$ cat config.mk
export PLATFORM = sky130hd
export DESIGN_NAME = emc_wb_arbiter
export DESIGN_NICKNAME = d
export VERILOG_FILES = /design/src/rtl/emc_wb_arbiter_pkg.sv /design/src/rtl/emc_queue.sv /design/src/rtl/emc_wb_arbiter.sv
export SDC_FILE = /design/constraint.sdc
export NUM_CORES = 2
export LEC_CHECK = 0
export ABC_AREA = 0
export BUFFER_PORTS_ARGS = -buffer_cell sky130_fd_sc_hd__buf_2
export CAP_MARGIN = 20
export CORE_ASPECT_RATIO = 0.9
export CORE_MARGIN = 3
export CORE_UTILIZATION = 45
export DETAILED_ROUTE_END_ITERATION = 10
export PLACE_DENSITY = 0.67
export SYNTH_ARGS = -nofsm -noshare
export SYNTH_HDL_FRONTEND = slang
export SYNTH_SLANG_ARGS = --single-unit
$ cat constraint.sdc
create_clock -name clk_i -period 4.95 [get_ports clk_i]
set_input_delay 0 -clock clk_i [delete_from_list [all_inputs] [get_ports clk_i]]
set_output_delay 0 -clock clk_i [all_outputs]
set_load 0.005 [all_outputs]
$ cat src/rtl/emc_wb_arbiter_pkg.sv
// Shared types for the write-back arbiter: result entry layout and source ids.
package vi_pkg;

  localparam int XLEN    = 32;
  localparam int RADDR_W = 5;
  localparam int NSRC    = 3;

  // One completed result; 102 bits, data in the top bits, pc in the bottom.
  typedef struct packed {
    logic [XLEN-1:0]    data;
    logic [RADDR_W-1:0] addr;
    logic               wr_en;
    logic [XLEN-1:0]    instr;
    logic [XLEN-1:0]    pc;
  } emc_entry_t;

  // Source ids double as priority rank: lower value = older instruction.
  typedef enum logic [1:0] {
    SRC_MULT  = 2'd0,
    SRC_CACHE = 2'd1,
    SRC_ALU   = 2'd2
  } src_e;

endpackage

$ cat src/rtl/emc_queue.sv
// Ordered circular buffer holding results that lost a write-back collision.
// Accepts up to three pushes (index order) and one pop per cycle.
module emc_queue
  import vi_pkg::*;
#(
  parameter int DEPTH = 4,
  parameter int CNT_W = $clog2(DEPTH + 1)
) (
  input  logic                   clk_i,
  input  logic                   rsn_i,
  input  logic [NSRC-1:0]        push_vld_i,
  input  emc_entry_t [NSRC-1:0]  push_ent_i,
  input  logic                   pop_i,
  output emc_entry_t             head_o,
  output logic [CNT_W-1:0]       count_o,
  output logic                   overflow_o
);

  localparam int PTR_W = $clog2(DEPTH);

  emc_entry_t        mem_q [DEPTH];
  emc_entry_t        mem_d [DEPTH];
  logic [PTR_W-1:0]  head_q, head_d;
  logic [PTR_W-1:0]  tail_q, tail_d;
  logic [CNT_W-1:0]  count_q, count_d;
  logic              overflow_q, overflow_d;

  // Pop frees a slot before this cycle's pushes are placed; pushes beyond the
  // remaining space are dropped from the highest index (lowest priority) down.
  always_comb begin
    int               free;
    int               n;
    logic             pop;
    logic             drop;
    logic [PTR_W-1:0] wr_idx;
    mem_d      = mem_q;
    pop        = pop_i && (count_q != '0);
    free       = DEPTH - int'(count_q) + int'(pop);
    n          = 0;
    drop       = 1'b0;
    wr_idx     = '0;
    for (int i = 0; i < NSRC; i++) begin
      if (push_vld_i[i]) begin
        if (n < free) begin
          wr_idx        = PTR_W'((int'(tail_q) + n) % DEPTH);
          mem_d[wr_idx] = push_ent_i[i];
          n             = n + 1;
        end else begin
          drop = 1'b1;
        end
      end
    end
    head_d     = pop ? PTR_W'((int'(head_q) + 1) % DEPTH) : head_q;
    tail_d     = PTR_W'((int'(tail_q) + n) % DEPTH);
    count_d    = CNT_W'(int'(count_q) - int'(pop) + n);
    overflow_d = overflow_q | drop;
  end

  // Queue state register; reset discards all held entries.
  always_ff @(posedge clk_i or negedge rsn_i) begin
    if (!rsn_i) begin
      for (int i = 0; i < DEPTH; i++) mem_q[i] <= '0;
      head_q     <= '0;
      tail_q     <= '0;
      count_q    <= '0;
      overflow_q <= 1'b0;
    end else begin
      mem_q      <= mem_d;
      head_q     <= head_d;
      tail_q     <= tail_d;
      count_q    <= count_d;
      overflow_q <= overflow_d;
    end
  end

  assign head_o     = mem_q[head_q];
  assign count_o    = count_q;
  assign overflow_o = overflow_q;

endmodule

$ cat src/rtl/emc_wb_arbiter.sv
// Write-back arbiter: merges mult5, cache and ALU results into one emc_*
// stream, one result per cycle, queueing collision losers in age order.
// Results are consumed unconditionally by exe_write_latch (no ready).
module emc_wb_arbiter
  import vi_pkg::*;
#(
  parameter int DEPTH = 4,
  parameter int CNT_W = $clog2(DEPTH + 1)
) (
  input  logic               clk_i,
  input  logic               rsn_i,
  input  logic               alu_valid_i,
  input  logic [31:0]        alu_data_i,
  input  logic [4:0]         alu_addr_i,
  input  logic               alu_wr_en_i,
  input  logic [31:0]        alu_instr_i,
  input  logic [31:0]        alu_pc_i,
  input  logic               mult_valid_i,
  input  logic [31:0]        mult_data_i,
  input  logic [4:0]         mult_addr_i,
  input  logic               mult_wr_en_i,
  input  logic [31:0]        mult_instr_i,
  input  logic [31:0]        mult_pc_i,
  input  logic               cache_valid_i,
  input  logic [31:0]        cache_data_i,
  input  logic [4:0]         cache_addr_i,
  input  logic               cache_wr_en_i,
  input  logic [31:0]        cache_instr_i,
  input  logic [31:0]        cache_pc_i,
  output logic               emc_valid_o,
  output logic [31:0]        emc_int_data_out_o,
  output logic [4:0]         emc_write_addr_o,
  output logic               emc_int_write_enable_o,
  output logic [31:0]        emc_instruction_o,
  output logic [31:0]        emc_pc_o,
  output logic               stall_core_o,
  output logic [CNT_W-1:0]   count_o,
  output logic               overflow_o
);

  emc_entry_t [NSRC-1:0] in_ent;
  logic       [NSRC-1:0] in_vld;
  logic       [NSRC-1:0] push_vld;
  emc_entry_t            head;
  emc_entry_t            sel_ent;
  logic                  sel_vld;
  logic                  q_empty;
  logic [CNT_W-1:0]      count;
  src_e                  sel_src;

  // Inputs gathered in priority order: index 0 is the oldest (mult).
  always_comb begin
    in_ent[SRC_MULT]  = '{mult_data_i, mult_addr_i, mult_wr_en_i, mult_instr_i, mult_pc_i};
    in_ent[SRC_CACHE] = '{cache_data_i, cache_addr_i, cache_wr_en_i, cache_instr_i, cache_pc_i};
    in_ent[SRC_ALU]   = '{alu_data_i, alu_addr_i, alu_wr_en_i, alu_instr_i, alu_pc_i};
    in_vld            = {alu_valid_i, cache_valid_i, mult_valid_i};
  end

  assign q_empty = (count == '0);

  // Queued results are older than anything arriving, so the head always wins;
  // otherwise the oldest valid input bypasses and the rest are queued.
  always_comb begin
    sel_src  = SRC_MULT;
    sel_vld  = 1'b0;
    sel_ent  = '0;
    push_vld = in_vld;
    if (!q_empty) begin
      sel_vld = 1'b1;
      sel_ent = head;
    end else if (in_vld != '0) begin
      if (in_vld[SRC_MULT])       sel_src = SRC_MULT;
      else if (in_vld[SRC_CACHE]) sel_src = SRC_CACHE;
      else                        sel_src = SRC_ALU;
      sel_vld  = 1'b1;
      sel_ent  = in_ent[sel_src];
      push_vld = in_vld & ~(NSRC'(1) << sel_src);
    end
  end

  emc_queue #(
    .DEPTH (DEPTH),
    .CNT_W (CNT_W)
  ) u_queue (
    .clk_i      (clk_i),
    .rsn_i      (rsn_i),
    .push_vld_i (push_vld),
    .push_ent_i (in_ent),
    .pop_i      (!q_empty),
    .head_o     (head),
    .count_o    (count),
    .overflow_o (overflow_o)
  );

  // Outputs are forced low while reset is held, even if inputs are valid.
  always_comb begin
    emc_valid_o            = sel_vld & rsn_i;
    emc_int_data_out_o     = emc_valid_o ? sel_ent.data  : '0;
    emc_write_addr_o       = emc_valid_o ? sel_ent.addr  : '0;
    emc_int_write_enable_o = emc_valid_o & sel_ent.wr_en;
    emc_instruction_o      = emc_valid_o ? sel_ent.instr : '0;
    emc_pc_o               = emc_valid_o ? sel_ent.pc    : '0;
    stall_core_o           = rsn_i & ((DEPTH - int'(count)) < 3);
  end

  assign count_o = count;

endmodule

==> qor.csv <==
metric,value,unit
status,"finished, final reports clean",
place_hpwl,57.6,mm
synth_top_cell_by_area,dfrtp_1,
ys.warnings.count,0,
synthArstFlopShare,100,%
avgSynthCellArea,9.66,um^2
max_slew_margin,21.3,%
min_path_type,input pin to async pin,
place.gp.congestion,0.812,
track_usage,28.8,%
stdcell_count,4733,
dpl.cell_count,4193,
synth.area.top_cells,"dfrtp_1 34%, mux2i_1 17%, mux2_2 11%",
place_ws,0.414,ns
num-fill-cells,5405,
worstPathArrival,5.19,ns
clock-sinks,416,
dpl-instance-area,33000,um^2
syn_inst,3124,
tritoncts,built,
wl,104,mm
start_util,45.7,%
numCtsBuffers,49,
core_area,66000,um^2
hold_viol_final,0,
cp-start-kind,flip-flop,
grt_max_degree,125,
vdd_ir_drop_max,601,uV
slew_violations,0,
grt_pass1_wl,161,mm
synth_edf_count,0,
crit_path_start,u_queue.count_o[1]$_DFF_PN0_,
final-setup-viol-count,0,
h-tree-depth,2,
fin_util,59.2,%
drt-initial-drc-count,2261,
vias,27439,
cts_root_buffer,clkbuf_16,
antenna_found_initial,5,
die_height,252,um
p_leak,16.6,nW
cp-end-kind,flip-flop,
fin_nets,4154,
cp.required,5.40,ns
ctsLongestPathBuffers,3,
grt_pass1_vias,28140,
synth_cell_types,40,
gr-total-overflow,0,
cap_violations,0,
dieArea,70200,um^2
layout-drive-gt1-share,25.4,%
crit_type,flip-flop to flip-flop,
final_area,39100,um^2
core.rowCount,89,
vias_per_cell,5.80,
finalPower,27.9,mW
power_density,714,nW/um^2
syn-num-nets,3450,
r2r-end,u_queue.mem_q[104]$_DFF_PN0_,
drc,0,
drt-pass1-iter-count,5,
postRouteAntennaNets,0,
path_clk_slew,0.06,ns
syn_to_final_growth,29.5,%
ys_seq_area_share,34.5,%
finalSetupTns,0,ns
fin_skew,0.0123,ns
synth-seq-cells,416,
io_pins,419,
fp.dieW,279,um
reg2reg_depth,18,
reg2reg_slack,0.21,ns
layout_min_cycle_time,4.74,ns
synth_top_area_share,34.5,%
fin_crit_sh,95.7,%
hold_ws,0.0826,ns
path_max_fanout,29,
tightest_slew,1.18,ns
portBuffers,418,
synth_ff_type,dfrtp_1,
avgRoutedWirePerCell,22.0,um
insertion_delay,0.58,ns
worstReg2RegStart,u_queue.count_o[1]$_DFF_PN0_,
synth.cell_area,30200,um^2
worst_slack,0.213,ns
fmax,211,MHz
==> logic make-up (layout without fill, tap and decap cells) <==
family | after synthesis | after routing | synth area share (%)
buffers and inverters | 287 | 1025 | 4.57
XOR/XNOR | 14 | 14 | 0.431
adder cells (fa/ha/maj) | 15 | 15 | 0.647
AO/OA/AOI/OAI | 623 | 623 | 10.5
other | 0 | 6 | 0
multiplexers | 1021 | 1021 | 39.8
AND/OR/NAND/NOR | 748 | 749 | 9.65
flip-flops | 416 | 416 | 34.5
==> state kept, by name, indices dropped and copies added, names as in the netlist <==
register and count:
u_queue.mem_q 408, u_queue.head_q 2, u_queue.tail_q 2, u_queue.overflow_o 1, u_queue.count_o 3
==> synth_stat cells (all sizes together) (3+ instances only) <==
library cell	number
nand3	4
mux2	408
xor2	5
nor2	4
mux4	102
o21ai	513
clkbuf	129
nor3	4
nand2	719
xnor2	9
mux2i	511
dfrtp	416
o31ai	3
ha	14
a21oi	103
inv	14
nor4	8
buf	144
==> how the worst max path moves through the flow <==
| stage | to | slack, ns |
|---|---|---|
| after floorplan | u_queue.count_o[2]$_DFF_PN0_ | 0.02 |
| after global placement | u_queue.count_o[2]$_DFF_PN0_ | 0.46 |
| after detailed placement | u_queue.count_o[2]$_DFF_PN0_ | 0.41 |
| after CTS | u_queue.mem_q[12]$_DFF_PN0_ | 0.01 |
| after global routing | u_queue.mem_q[104]$_DFF_PN0_ | -0.003 |
| final | u_queue.mem_q[104]$_DFF_PN0_ | 0.21 |
==> layout make-up <==
type / instances / area, um^2 / area share [%]
clock buffer: 76 / 1470 / 3.75
timing repair buffer: 925 / 7400 / 18.9
antenna: 6 / 15.0 / 0.0384
tap: 864 / 1080 / 2.76
clock inverter: 10 / 108 / 0.275
multi-input combinational: 2422 / 18600 / 47.5
inverter: 14 / 55.1 / 0.141
sequential: 416 / 10400 / 26.6
==> per-layer routing <==
| layer | vias up | share of wire [%] | GRT usage [%] |
|---|---|---|---|
| li1 | 12544 | - | - |
| met1 | 13317 | 41 | 38.3 |
| met2 | 1336 | 47 | 47.7 |
| met3 | 242 | 8.4 | 5.30 |
| met4 | 0 | 2.8 | 9.81 |
| met5 | - | 0 | 0 |
==> repair_timing <==
item	CTS	global route
endpoints found under the setup margin	0	28
gates resized for setup	0	8
hold buffers	445	0
hold endpoints to repair	587	0
setup buffers	0	2
==> where the power goes <==
| group | switching (mW) | internal, mW | total (mW) |
|---|---|---|---|
| Combinational | 8.32 | 9.49 | 17.8 |
| Clock | 1.50 | 2.13 | 3.62 |
| Sequential | 1.13 | 5.37 | 6.50 |
| Total | 10.9 | 17.0 | 27.9 |
==> cell usage in the layout (no fill, tap or decap), types with 13 or more instances in the layout <==
| cell type | Yosys | routed |
|---|---|---|
| buf_12 | 0 | 27 |
| mux4_2 | 102 | 102 |
| nand2_1 | 719 | 719 |
| clkbuf_1 | 129 | 13 |
| inv_1 | 13 | 13 |
| dlygate4sd3_1 | 0 | 444 |
| a21oi_1 | 103 | 103 |
| ha_1 | 14 | 14 |
| o21ai_1 | 123 | 123 |
| o21ai_0 | 390 | 390 |
| buf_2 | 79 | 415 |
| clkbuf_16 | 0 | 49 |
| buf_4 | 2 | 34 |
| mux2_1 | 110 | 110 |
| mux2i_1 | 511 | 511 |
| dfrtp_1 | 416 | 414 |
| clkbuf_8 | 0 | 14 |
| mux2_2 | 298 | 298 |
==> worst max-delay path, cell delays in order (launching register included) <==
cell	delay (ns)
dfrtp_1	0.41
inv_1	0.12
ha_1	0.15
nor2b_4	0.16
inv_4	0.05
ha_1	0.20
xor2_2	0.22
o31ai_4	0.29
nor2_1	0.11
ha_1	0.18
and3_2	0.27
ha_1	0.31
o21bai_1	0.17
a41oi_2	0.07
or3_4	0.45
nor3_4	0.21
buf_12	0.29
mux2_2	0.38
dlygate4sd3_1	0.56
(Power assumes the default switching activity.)
